**config.mk**
```make
export PLATFORM = sky130hd
export DESIGN_NAME = lsu
export DESIGN_NICKNAME = d
export VERILOG_FILES = /design/src/rtl/lsu.sv
export SDC_FILE = /design/constraint.sdc
export NUM_CORES = 1
export LEC_CHECK = 0
export ABC_CLOCK_PERIOD_IN_PS = 3900
export CORE_MARGIN = 8
export CORE_UTILIZATION = 46
export CTS_CLUSTER_SIZE = 14
export DETAILED_ROUTE_END_ITERATION = 7
export PLACE_DENSITY = 0.94
export SYNTH_ARGS = -nofsm -noshare
export SYNTH_HDL_FRONTEND = slang
export SYNTH_SLANG_ARGS = --single-unit
```
**constraint.sdc**
```tcl
create_clock -name clk -period 3.9 [get_ports clk]
set_input_delay 1.17 -clock clk [delete_from_list [all_inputs] [get_ports clk]]
set_output_delay 1.17 -clock clk [all_outputs]
set_load 0.005 [all_outputs]
```
**src/rtl/lsu.sv**
```systemverilog
// lsu -- load/store unit at the execute-to-memory boundary.
//
// Accepts one aligned byte/halfword/word access at a time, issues it on a
// valid/ready memory bus and returns sign- or zero-extended load data.
// Misaligned or unsupported accesses complete immediately with err set and
// never touch the bus.
//
// Ports:
//   clk, reset            core clock, synchronous active-high reset
//   req_valid/req_ready   request handshake from execute (ready only in IDLE)
//   addr, wdata           effective byte address, store operand
//   is_store, funct3      access direction and type (LB/LH/LW/LBU/LHU, SB/SH/SW)
//   mem_valid/mem_ready   bus request / completion
//   mem_addr              word-aligned bus address
//   mem_wdata, mem_wstrb  lane-replicated store data and byte enables
//   mem_rdata             bus read data
//   done, err, rdata      one-cycle completion pulse, error flag, load result
module lsu (
    input  logic        clk,
    input  logic        reset,
    input  logic        req_valid,
    output logic        req_ready,
    input  logic [31:0] addr,
    input  logic [31:0] wdata,
    input  logic        is_store,
    input  logic [2:0]  funct3,
    output logic        mem_valid,
    input  logic        mem_ready,
    output logic [31:0] mem_addr,
    output logic [31:0] mem_wdata,
    output logic [3:0]  mem_wstrb,
    input  logic [31:0] mem_rdata,
    output logic        done,
    output logic        err,
    output logic [31:0] rdata
);

    typedef enum logic [1:0] {
        S_IDLE,
        S_BUS,
        S_RESP
    } state_t;

    state_t      r_state;
    logic [1:0]  r_off;
    logic [2:0]  r_funct3;
    logic        r_is_store;

    logic        w_legal;
    logic [31:0] w_st_data;
    logic [3:0]  w_st_strb;
    logic [31:0] w_shifted;
    logic [31:0] w_load;

    // Decoded from state only, so no combinational path from req_valid.
    assign req_ready = (r_state == S_IDLE);

    // Legality of the incoming request: type must exist for the direction
    // and halfword/word accesses must be naturally aligned.
    always_comb begin
        w_legal = 1'b0;
        case (funct3)
            3'd0:    w_legal = 1'b1;
            3'd1:    w_legal = ~addr[0];
            3'd2:    w_legal = (addr[1:0] == 2'b00);
            3'd4:    w_legal = ~is_store;
            3'd5:    w_legal = ~is_store & ~addr[0];
            default: w_legal = 1'b0;
        endcase
    end

    // Store data is replicated across all lanes; the strobe picks the lane.
    always_comb begin
        w_st_data = wdata;
        w_st_strb = 4'b1111;
        case (funct3[1:0])
            2'd0: begin
                w_st_data = {4{wdata[7:0]}};
                w_st_strb = 4'b0001 << addr[1:0];
            end
            2'd1: begin
                w_st_data = {2{wdata[15:0]}};
                w_st_strb = addr[1] ? 4'b1100 : 4'b0011;
            end
            default: ;
        endcase
        if (!is_store) begin
            w_st_data = '0;
            w_st_strb = '0;
        end
    end

    // Bring the addressed byte/halfword down to bit 0, then extend.
    assign w_shifted = mem_rdata >> {r_off, 3'b000};

    always_comb begin
        case (r_funct3)
            3'd0:    w_load = {{24{w_shifted[7]}}, w_shifted[7:0]};
            3'd1:    w_load = {{16{w_shifted[15]}}, w_shifted[15:0]};
            3'd4:    w_load = {24'd0, w_shifted[7:0]};
            3'd5:    w_load = {16'd0, w_shifted[15:0]};
            default: w_load = w_shifted;
        endcase
        if (r_is_store) begin
            w_load = '0;
        end
    end

    always_ff @(posedge clk) begin
        if (reset) begin
            r_state    <= S_IDLE;
            r_off      <= '0;
            r_funct3   <= '0;
            r_is_store <= 1'b0;
            mem_valid  <= 1'b0;
            mem_addr   <= '0;
            mem_wdata  <= '0;
            mem_wstrb  <= '0;
            done       <= 1'b0;
            err        <= 1'b0;
            rdata      <= '0;
        end else begin
            case (r_state)
                S_IDLE: begin
                    if (req_valid) begin
                        r_off      <= addr[1:0];
                        r_funct3   <= funct3;
                        r_is_store <= is_store;
                        if (w_legal) begin
                            r_state   <= S_BUS;
                            mem_valid <= 1'b1;
                            mem_addr  <= {addr[31:2], 2'b00};
                            mem_wdata <= w_st_data;
                            mem_wstrb <= w_st_strb;
                        end else begin
                            r_state <= S_RESP;
                            done    <= 1'b1;
                            err     <= 1'b1;
                            rdata   <= '0;
                        end
                    end
                end
                S_BUS: begin
                    if (mem_ready) begin
                        r_state   <= S_RESP;
                        mem_valid <= 1'b0;
                        done      <= 1'b1;
                        err       <= 1'b0;
                        rdata     <= w_load;
                    end
                end
                S_RESP: begin
                    r_state <= S_IDLE;
                    done    <= 1'b0;
                    err     <= 1'b0;
                    rdata   <= '0;
                end
                default: r_state <= S_IDLE;
            endcase
        end
    end

endmodule

```
==> impl_metrics.toml <==
[status]
status = "finished, final reports clean"

[route]
drc = 0
drtIter0Drc = 350
vias = 5068
wire_per_inst_um = 19.20
viasPerCell = 5.694
dr.pass1.iters = 6
wirelength_um = 17090
ant_nets = 0

[clock_tree]
clk_latency_ns = 0.37
clock_path_buffers = 2
path_clk_slew_ns = 0.10
h-tree-depth = 3
post-cts-setup-buffers = 0
numCtsBuffers = 9
post_cts_resize_count = 0
cts_root_buf = "clkbuf_8"
cts.sinks = 109
tritoncts = "yes"
ctsHoldBuffers = 0

[global_route]
grt_first_pass_wirelength_um = 26700
use_met1 = 0.2470
top_usage_layer = "met2"
first_global_vias = 5190
grt_use_met3 = 0.1006
grt_util_all_layers = 0.2307
antenna_found_initial = 0
grt_max_degree = 60
grt_overflow_total = 0
grt_use_met2 = 0.3899

[power_and_ir_drop]
swShare = 0.2693
p_int_mw = 1.814
power.leakage_nw = 2.535
clkPwrFrac = 0.317
power_frac_comb = 0.206
p_per_area_nw_per_um2 = 342.6
power_frac_seq = 0.477
ir_drop_mv = 0.2309
netSwitchingPower_uw = 668.6

[sta]
maxSlewHeadroom = 0.2642
max_freq_mhz = 284.6
setup_tns_ns = 0
skew_ns = 0.009351
fin_crit_ns = 3.514
fin_crit_sh = 0.9010
worst_pin_slew_ns = 1.100
setup_viol = 0
finalHoldViolCount = 0
drv_slew = 0
rsz0062_at_grt = "false"

[hold_path]
holdPathStages = 2
hold_path_class = "reg2reg"
holdPathEnd = "mem_addr[15]"
min-delay-start = "mem_addr[15]"

[layout]
drive_above_1_share = 0.08886
fill_cells = 740
nets = 857
antenna_cells = 0
final_common_cell = "clkdlybuf4s50_1"
final_area_um2 = 7247
area_delta_synth_final_pct = 47.98
final_cell_mix = "clkdlybuf4s50_1, dfxtp_1, nand2_1, a21oi_1, mux2_2"

[placement]
placed_cell_area_um2 = 7014
port_buffers = 205
dpl.hpwl_um = 13050
place_congestion = 0.9114

[setup_path]
slowest_delay_ns = 0.83
crit_family = "simple AND/OR/NAND/NOR gates"
reg2reg_slack_ns = 1.16
slowest_stage = "nor2_1"
criticalPathCategory = "in2reg"
cp-end-kind = "flop"
critPathMaxFanout = 16
start_kind = "input port"
critPathBufInv = 1
required_ns = 4.21
r2r_end = "rdata[22]"
r2r-start = "r_state[1]"
reg2reg_depth = 7
crit_arrival_ns = 3.82
worstPathCellList = "clkdlybuf4s50_1, a221oi_2, nand2_1, and2_1, nor2_1, a221o_1"

[floorplan]
rows = 37
die_w_um = 119.2
die_h_um = 119.2
die-area_um2 = 14200
coreArea_um2 = 10320
initial_core_util = 0.4744
ios = 208

[yosys]
synth_xor_xnor_area_share = 0.001788
ys_ff_latch = 109
synth_area_um2 = 4897
yosysUniqueCellTypes = 43
synth_area_per_cell_um2 = 8.562
syn_inst = 572
synth_simple_gate_area_frac = 0.2006
synth-seq-area-share = 0.4456
synth_compound_area_frac = 0.1909
synthAdderAreaFrac = 0.01022
synth_top_family_by_area = "simple AND/OR/NAND/NOR gates"
synth.area.mux_share = 0.1022
synth-warning-count = 0

[job]
drv_cap = 0
-- synthesized netlist by cell type --
library cell | n | area, um2
a21oi_1 | 81 | 405.4
buf_4 | 2 | 15.01
buf_1 | 1 | 3.750
and3_1 | 1 | 6.260
nor4_4 | 2 | 42.54
nand3_1 | 26 | 130.1
a221o_1 | 15 | 150.1
nand2b_1 | 2 | 12.51
nand2_1 | 106 | 397.9
dfxtp_1 | 109 | 2182
a211oi_1 | 6 | 45.04
a2bb2oi_1 | 1 | 8.760
nor2b_1 | 16 | 100.1
buf_2 | 8 | 40.04
a22oi_1 | 1 | 7.510
or3_1 | 1 | 6.260
conb_1 | 1 | 3.750
clkbuf_1 | 38 | 142.6
o221ai_1 | 1 | 8.760
o21bai_1 | 1 | 7.510
ha_1 | 4 | 50.05
buf_6 | 1 | 11.26
a221oi_2 | 1 | 15.01
nand4_1 | 1 | 6.260
or2_2 | 1 | 6.260
mux2_2 | 32 | 360.4
a2111oi_4 | 1 | 27.53
xnor2_1 | 1 | 8.760
mux2i_1 | 14 | 140.1
inv_1 | 6 | 22.52
nor3b_1 | 1 | 7.510
o211ai_1 | 1 | 7.510
a221oi_1 | 7 | 61.31
o31ai_1 | 8 | 60.06
nand2_4 | 1 | 11.26
nor4b_1 | 1 | 8.760
nor3_1 | 15 | 75.07
o21ai_0 | 12 | 60.06
nor2_1 | 28 | 105.1
and2_1 | 1 | 6.260
o2111ai_1 | 7 | 61.31
nand3b_1 | 8 | 60.06
a211o_1 | 1 | 8.760
-- metrics by stage --
| step | utilization | setup WS (ns) | std cells | hold WS [ns] | total power [mW] |
|---|---|---|---|---|---|
| floorplan | - | 1.126 | 573 | 0.4446 | 1.452 |
| global placement | 0.6794 | 0.2393 | 874 | 0.4394 | 1.697 |
| detailed placement | 0.6794 | 0.07362 | 874 | 0.4462 | 1.717 |
| CTS | 0.7020 | 0.4729 | 890 | 0.4612 | 2.493 |
| global route | 0.7020 | 0.3720 | 890 | 0.4780 | 2.585 |
| finish | 0.7020 | 0.3861 | 890 | 0.4590 | 2.483 |
-- cell type report --
type	instances	area [um2]	share of cell area
Clock buffer	11	151.4	0.02089
Clock inverter	5	81.33	0.01122
Inverter	6	22.52	0.003108
Multi-Input combinational cell	408	2502	0.3453
Sequential cell	109	2182	0.3011
Tap cell	136	170.2	0.02348
Timing Repair Buffer	215	2137	0.2949
-- layer usage --
metal / up-vias / part of all wire
li1: 2368 / -
met2: 271 / 0.48
met5: - / 0
met3: 34 / 0.12
met1: 2395 / 0.38
met4: 0 / 0.024
-- registers in the layout (all words and copies together) (netlist names) --
| signal | cells |
|---|---|
| err | 1 |
| mem_wstrb | 4 |
| r_is_store | 1 |
| mem_addr | 30 |
| r_funct3 | 3 |
| rdata | 32 |
| r_off | 2 |
| done | 1 |
| mem_wdata | 32 |
| r_state | 2 |
| mem_valid | 1 |
-- worst min-delay path: cells and delay by family (launching register included) --
family	cells	cell delay, ns
flip-flops	1	0.32
AND/OR/NAND/NOR	1	0.05
AO/OA/AOI/OAI	1	0.05
-- power by group through the flow --
| stage | Sequential, mW | Clock (mW) | Combinational [mW] |
|---|---|---|---|
| 2_1_floorplan | 1.21 | 0 | 0.245 |
| 3_3_place_gp | 1.21 | 0 | 0.491 |
| 3_5_place_dp | 1.21 | 0 | 0.508 |
| 4_1_cts | 1.18 | 0.798 | 0.511 |
| 5_1_grt | 1.19 | 0.846 | 0.550 |
| 6_report | 1.18 | 0.786 | 0.512 |
-- worst max path at each step --
stage,depth (start not counted),end,slack [ns],from
global route,6,rdata[19],0.37,addr[0]
finish,6,rdata[22],0.39,addr[0]
floorplan,8,rdata[24],1.13,funct3[1]
global placement,6,rdata[26],0.24,addr[0]
detailed placement,6,rdata[19],0.07,addr[0]
CTS,6,rdata[19],0.47,addr[0]
-- cells by family (layout without fill, tap and decap cells) --
| kind of cell | count (synthesis) | count (layout) |
|---|---|---|
| muxes | 46 | 46 |
| adders and majority gates | 4 | 4 |
| buffers and inverters | 56 | 237 |
| other | 1 | 2 |
| xor gates and xnor gates | 1 | 1 |
| AOI/OAI and AO/OA | 144 | 144 |
| and+or+nand+nor | 211 | 211 |
| DFF | 109 | 109 |
Note: power is estimated with default switching activity, not from simulation.
